### src/rtl/regfile_sb.sv
// ============================================================================
//  Module      : regfile_sb
//  Description : Multi-read-port register file with write bypass, optional
//                hardwired x0 and a per-register pending-write scoreboard.
//  Revision    : 1.0 - initial release
// ============================================================================
`default_nettype none

module regfile_sb #(
  parameter int XLEN     = 32,
  parameter int NREG     = 32,
  parameter int NRD      = 2,
  parameter int BYPASS   = 1,
  parameter int ZERO_REG = 1,
  localparam int AW      = $clog2(NREG)
) (
  input  logic                clk,
  input  logic                rst,
  input  logic [NRD*AW-1:0]   Rnum,
  output logic [NRD*XLEN-1:0] Rd,
  output logic [NRD-1:0]      Rrdy,
  input  logic                Wen,
  input  logic [AW-1:0]       Wnum,
  input  logic [XLEN-1:0]     Wd,
  input  logic                Iss_en,
  input  logic [AW-1:0]       Iss_num,
  input  logic                Flush,
  output logic [NREG-1:0]     Busy,
  output logic [AW:0]         Nbusy
);

  localparam logic [AW:0] c_nreg = (AW+1)'(NREG);

  logic [XLEN-1:0] r_mem [NREG];
  logic [NREG-1:0] r_busy;
  logic [AW:0]     r_nbusy;
  logic [NREG-1:0] w_busy_nxt;
  logic            w_wr_ok;
  logic            w_iss_ok;
  logic            w_inc;
  logic            w_dec;

  assign w_wr_ok  = Wen && ({1'b0, Wnum} < c_nreg) &&
                    !((ZERO_REG != 0) && (Wnum == '0));
  assign w_iss_ok = Iss_en && ({1'b0, Iss_num} < c_nreg) &&
                    !((ZERO_REG != 0) && (Iss_num == '0));

  always_ff @(posedge clk or posedge rst) begin
    if (rst) begin
      for (int r = 0; r < NREG; r++) r_mem[r] <= '0;
    end else if (w_wr_ok) begin
      r_mem[Wnum] <= Wd;
    end
  end

  // A new issue supersedes a same-cycle writeback to the same register.
  always_comb begin
    w_busy_nxt = r_busy;
    for (int r = 0; r < NREG; r++) begin
      if (w_iss_ok && (Iss_num == AW'(r)))
        w_busy_nxt[r] = 1'b1;
      else if (Wen && (Wnum == AW'(r)))
        w_busy_nxt[r] = 1'b0;
    end
    if (Flush) w_busy_nxt = '0;
  end

  // Outside a flush at most one bit can rise and at most one can fall.
  assign w_inc = |(w_busy_nxt & ~r_busy);
  assign w_dec = |(r_busy & ~w_busy_nxt);

  always_ff @(posedge clk or posedge rst) begin
    if (rst) begin
      r_busy  <= '0;
      r_nbusy <= '0;
    end else begin
      r_busy <= w_busy_nxt;
      if (Flush)
        r_nbusy <= '0;
      else
        r_nbusy <= r_nbusy + (AW+1)'(w_inc) - (AW+1)'(w_dec);
    end
  end

  assign Busy  = r_busy;
  assign Nbusy = r_nbusy;

  for (genvar k = 0; k < NRD; k++) begin : g_rd
    logic [AW-1:0]   w_addr;
    logic [XLEN-1:0] w_data;
    logic            w_rdy;
    logic            w_zero;
    logic            w_valid;

    assign w_addr  = Rnum[k*AW +: AW];
    assign w_zero  = (ZERO_REG != 0) && (w_addr == '0);
    assign w_valid = ({1'b0, w_addr} < c_nreg);

    always_comb begin
      w_data = '0;
      w_rdy  = 1'b1;
      if (w_valid && !w_zero) begin
        if ((BYPASS != 0) && w_wr_ok && (Wnum == w_addr)) begin
          w_data = Wd;
        end else begin
          w_data = r_mem[w_addr];
          w_rdy  = ~r_busy[w_addr];
        end
      end
    end

    assign Rd[k*XLEN +: XLEN] = w_data;
    assign Rrdy[k]            = w_rdy;
  end

endmodule

`default_nettype wire

### config.mk
export PLATFORM = sky130hd
export DESIGN_NAME = regfile_sb
export DESIGN_NICKNAME = d
export VERILOG_FILES = /design/src/rtl/regfile_sb.sv
export SDC_FILE = /design/constraint.sdc
export NUM_CORES = 2
export LEC_CHECK = 0
export ABC_AREA = 1
export CORE_MARGIN = 2
export CORE_UTILIZATION = 40
export DETAILED_ROUTE_END_ITERATION = 10
export PLACE_DENSITY = 0.61
export SYNTH_ARGS = -nofsm -noshare
export SYNTH_HDL_FRONTEND = slang
export SYNTH_SLANG_ARGS = --single-unit
export TNS_END_PERCENT = 20
### constraint.sdc
create_clock -name clk -period 45.7 [get_ports clk]
set_input_delay 11.425 -clock clk [delete_from_list [all_inputs] [get_ports clk]]
set_output_delay 11.425 -clock clk [all_outputs]
set_load 0.02 [all_outputs]
# Yosys cells after proc, flatten, opt, wreduce, memory -nomap -nowiden
# Index checks and enable logic that the tools add are counted.
# totals
input_bits,57
output_inout_bits,104
register_bits,1062
word_cells,279
# op_classes
addsub,2
reduce_logical,77
n_lt_le_gt_ge,6
eq_ne,64
n_mux,87
bitwise,9
# ops
operator,n
bitwise mux 1024 bit,1
binary-select mux 32 bit (select 5 bit),2
two-way mux 32 bit,10
demux 32 bit (select 5 bit),1
"equality test 5 bit, second input constant",32
"equality test 5 x 4 -> 1 bit, second input constant",16
two-way mux 1 bit,70
logical AND 1 bit,69
AND 32 bit,2
inverter 32 bit,2
OR reduction 32 bit,2
"equality test 5 x 3 -> 1 bit, second input constant",8
"equality test 5 x 2 -> 1 bit, second input constant",4
logical NOT 5 bit,4
">= comparator 6 bit, second input constant",3
inverter 5 -> 6 bit,3
"less-than comparator 5 x 6 -> 1 bit, second input constant",2
binary-select mux 1 bit (select 5 bit),2
"equality test 5 x 1 -> 1 bit, second input constant",2
equality test 5 bit,2
adder 6 x 1 -> 6 bit,1
"less-than comparator 6 x 1 -> 1 bit, second input constant",1
two-way mux 6 bit,1
subtractor 6 x 1 -> 6 bit,1
2 further kinds,4

# Longest topological paths before layout
# depth
depth_word,11
depth_mapped,24
ltp_nobuf,23

# Least setup slack after synthesis
# No wires, ideal clock.
# synth_timing
kind,input port to output port
from,in Rnum[0]
to,out Rd[0]
t_arrival_ns,12.741
path_buffers,3
setup_slack_ns,21.534
required_time_ns,34.275
cell_stages,9
cell_sequence,buf_6 > buf_6 > inv_2 > nand2_1 > nand4_1 > nor3_2 > inv_2 > clkbuf_1 > o21ai_1
# synth_via
elab_chain_cells,6
word_cells_on_any_way,9
cone_classes,eq/ne: 1; mux: 5; bitwise: 1; reduce/logical: 2
# synth_rtl
element,line,text
"start, declared",19,"input logic [NRD*AW-1:0] Rnum,"
inverter 5 -> 6 bit (not written as such),106,w_data = r_mem[w_addr];
binary-select mux 32 bit (select 5 bit),106,
two-way mux 32 bit (not written as such) (2 in series),106,
two-way mux 32 bit,103,if ((BYPASS != 0) && w_wr_ok && (Wnum == w_addr)) begin
two-way mux 32 bit *,102,if (w_valid && !w_zero) begin
"end, declared",20,"output logic [NRD*XLEN-1:0] Rd,"
# Mark *: on every way between the ends. The rest lies on a longest branch, timed or not. The select of a mux whose other input is x is not followed.

# Worst setup path in the final report
# layout_timing
from,in Rnum[5]
to,out Rd[40]
# Same word-level chain as after synthesis.

==> flow_summary.rst <==
.. list-table::
   :header-rows: 1

   * - Metric
     - Value
   * - Worst relative slew slack
     - 22.8%
   * - First drt pass iteration count
     - 8
   * - Data required time at the worst endpoint
     - 34.27 ns
   * - Global-route wire length before repair
     - between 300000 and 400000 um
   * - Yosys Warn Count
     - 0
   * - GP Congestion
     - 0.871
   * - Leakage power total
     - 29.2 nW
   * - Tmin final
     - approximately 29 ns
   * - Total number of placement rows
     - roughly 140
   * - Count of nets left with antenna violations after detail routing
     - 0
   * - GR Util met3
     - roughly 5.5%
   * - DP Worst Slack
     - 17.16 ns
   * - Largest buffer count on any clock path
     - 3
   * - Remaining global-route overflow
     - 0
   * - Avg Inst Size Synth
     - 7.42 sq um
   * - Number of top-level pins
     - roughly 160
   * - Number of buffers added on ports
     - 160
   * - Routed length per placed instance
     - between 20 and 25 um
   * - Hold WS
     - about 0.39 ns
   * - Largest cells by area after synthesis
     - dfrtp_1, o21ai_0, nand2_1
   * - Highest Clock Rate
     - approximately 35 MHz
   * - Post-CTS sizing
     - 0
   * - Starting density of the core
     - 40.1%
   * - Peak ir drop on the vdd network
     - approximately 0.000030 V
   * - Final hold vios
     - 0
   * - Number of setup violations in the final report
     - 0
   * - Total chip power
     - 0.00279 W
   * - Status
     - finished clean
   * - Mapped Cells
     - 8081
   * - Cell variety after synth
     - 29
   * - CTS tree
     - done
   * - Element type at the critical path start
     - input port
   * - Worst setup EP type
     - output pin
   * - Total Die Area
     - 153000 sq um
   * - Pin count of the biggest net entering global routing
     - 230
   * - GRT met1 Usage
     - 40.3%
   * - Initial antenna violation count
     - 19
   * - Final total negative setup slack
     - 0 ns
   * - Total routed wirelength
     - approximately 230000 um
   * - Count of vias placed by the detailed router
     - 58.1k
   * - Type of the worst min-delay path
     - flip-flop to flip-flop
   * - Root buffer cell
     - clkbuf_16
   * - Buffers inserted during post-CTS setup optimization
     - 0
   * - CTS Buf Count
     - 116
   * - Setup repair after global routing missed its margin
     - false
   * - Width of the chip
     - 391 um
   * - Floorplan Core Area
     - 149000 sq um
   * - Largest fanout on the critical path
     - between 150 and 200
   * - Power density of the placed cells
     - 42.7 nW/um^2
   * - Count of state elements after synthesis
     - 1062
   * - Ratio of routed vias to standard cells
     - 5.93
   * - Layout overhead on the synthesized area
     - 8.89%
   * - Fraction of the cycle the final worst path needs
     - 63.2%
   * - Total clock sinks
     - roughly 1.1k
   * - CTS H-tree lvls
     - 3
   * - Proportion of layout cells with a drive suffix above 1
     - 4.60%
   * - First-iteration detailed-routing DRC count
     - 8374
   * - Commonest cells after routing, fill and taps aside
     - nand2_1, o21ai_0, dfrtp_1
   * - Crit Path Class
     - input port to output pin
   * - Worst-Skew Late Latency
     - 0.76 ns
   * - Number of max-slew violations in the final report
     - 0
   * - Total half-perimeter wirelength after legalization and detailed placement
     - roughly 120000 um
   * - Fill cell instance count of the final layout
     - about 15k
   * - DRC Markers
     - 0
   * - WP data arrival
     - 17.44 ns
   * - Global Route met2 Usage
     - 45.9%
   * - Number of global-route vias before repair
     - between 50k and 60k
   * - Portion of synthesized cell area occupied by the leading cell type
     - 44.3%
   * - Sequential cell area fraction in the yosys report
     - between 40% and 50%
   * - Reg clk slew, reported paths
     - 0.06 ns
   * - Worst Skew
     - 0.0210 ns
   * - Synth area leader
     - dfrtp_1
   * - Final Worst Setup Slack
     - approximately 17 ns
   * - Most used routing layer
     - met2
   * - Number of buffers inserted by hold repair at cts
     - 0
   * - Die extent in y
     - 391 um
   * - Tightest Pin Transition
     - around 1.2 ns
   * - Most frequent standard cell in the layout excluding fill and tap cells
     - nand2_1
   * - Post-layout net count
     - ~7.7k
   * - Number of maximum-capacitance constraint violations
     - 0
   * - Nets in the synthesized netlist
     - between 8k and 9k
   * - Netlist Area Pre-Place
     - 60000 sq um
   * - Total routing usage reported by global routing
     - 29.8%
==> cells in the mapped netlist <==
master and count:
a21oi_2 7, clkbuf_2 3, nor2_2 7, nor2_1 150, inv_1 637, o21ai_0 1446
nand3b_1 3, buf_4 42, clkinv_1 3, buf_2 203, buf_6 71, nand4_1 10
fa_1 1, nand3_1 1006, o21ai_1 117, ha_1 6, nor3_1 1, nand2_2 2
buf_1 59, inv_2 8, clkbuf_1 410, nor3_2 1, dfrtp_1 1062, xor2_1 3
nand2_1 1723, o211ai_1 511, buf_8 3, a21oi_1 580, xnor2_1 6
==> layout make-up <==
cell class | count | area, sq um | share of cell area [%]
antenna | 9 | 22.5 | 0.0345
clock buffer | 175 | 3480 | 5.32
clock inverter | 34 | 493 | 0.755
inverter | 648 | 2450 | 3.76
multi-input combinational | 5580 | 27200 | 41.7
sequential | 1062 | 26600 | 40.7
tap | 2016 | 2520 | 3.86
timing repair buffer | 266 | 2520 | 3.85
==> through the flow <==
step	instances	instance area, sq um	utilization, %
after global routing	9787	65300	43.7
after global placement	9572	61300	41.0
after floorplan	8081	60000	-
after CTS	9781	65300	43.7
final	9790	65300	43.7
after detailed placement	9572	61300	41.0
==> worst paths after layout <==
kind                        startpoint           to  slack (ns)  cells after the start
setup / recovery               Rnum[5]       Rd[40]       16.84                     12
hold / removal             r_mem[1014]  r_mem[1014]        0.39                      0
setup reg to reg              Busy[27]     Nbusy[4]       42.62                     19
hold reg to reg            r_mem[1014]  r_mem[1014]        0.39                      0
max in group asynchronous          rst   r_mem[992]       31.06                      6
min in group asynchronous          rst    r_mem[26]       11.20                      2
==> cells by family after synthesis <==
kind of cell	after synthesis	share of synthesized area [%]
simple gates	2903	20.4
compound gates	2661	24.4
buf+inv	1439	10.6
flops	1062	44.3
xor+xnor	9	0.131
fa+ha+maj	7	0.159
==> registers in the layout, indices dropped and copies added (netlist names) <==
name   count
r_mem   1024
Busy      32
Nbusy      6
==> metal layers <==
metal  up-vias  wire length, um
met4        16            11600
met2      3139           102000
li1      26500                -
met3       643            22500
met1     27700            95700
met5         -              115
==> power by group <==
| part | switching (W) | leakage (nW) | internal (W) |
|---|---|---|---|
| logic | 0.000370 | 13.8 | 0.000198 |
| clock network | 0.000413 | 1.95 | 0.000583 |
| registers | 0.000106 | 13.5 | 0.00112 |
| total | 0.000889 | 29.2 | 0.00190 |
==> critical path, stage by stage <==
cell and delay (ns):
buf_8 0.52, buf_4 0.80, buf_12 0.57, buf_4 0.89, buf_4 0.86, o21ai_0 0.24, nand3_1 0.11, nand3_1 0.08
nand3_1 0.13, nand3_1 0.09, o21ai_1 0.46, clkdlybuf4s50_1 0.75
Note: power is estimated with default switching activity, not from simulation.
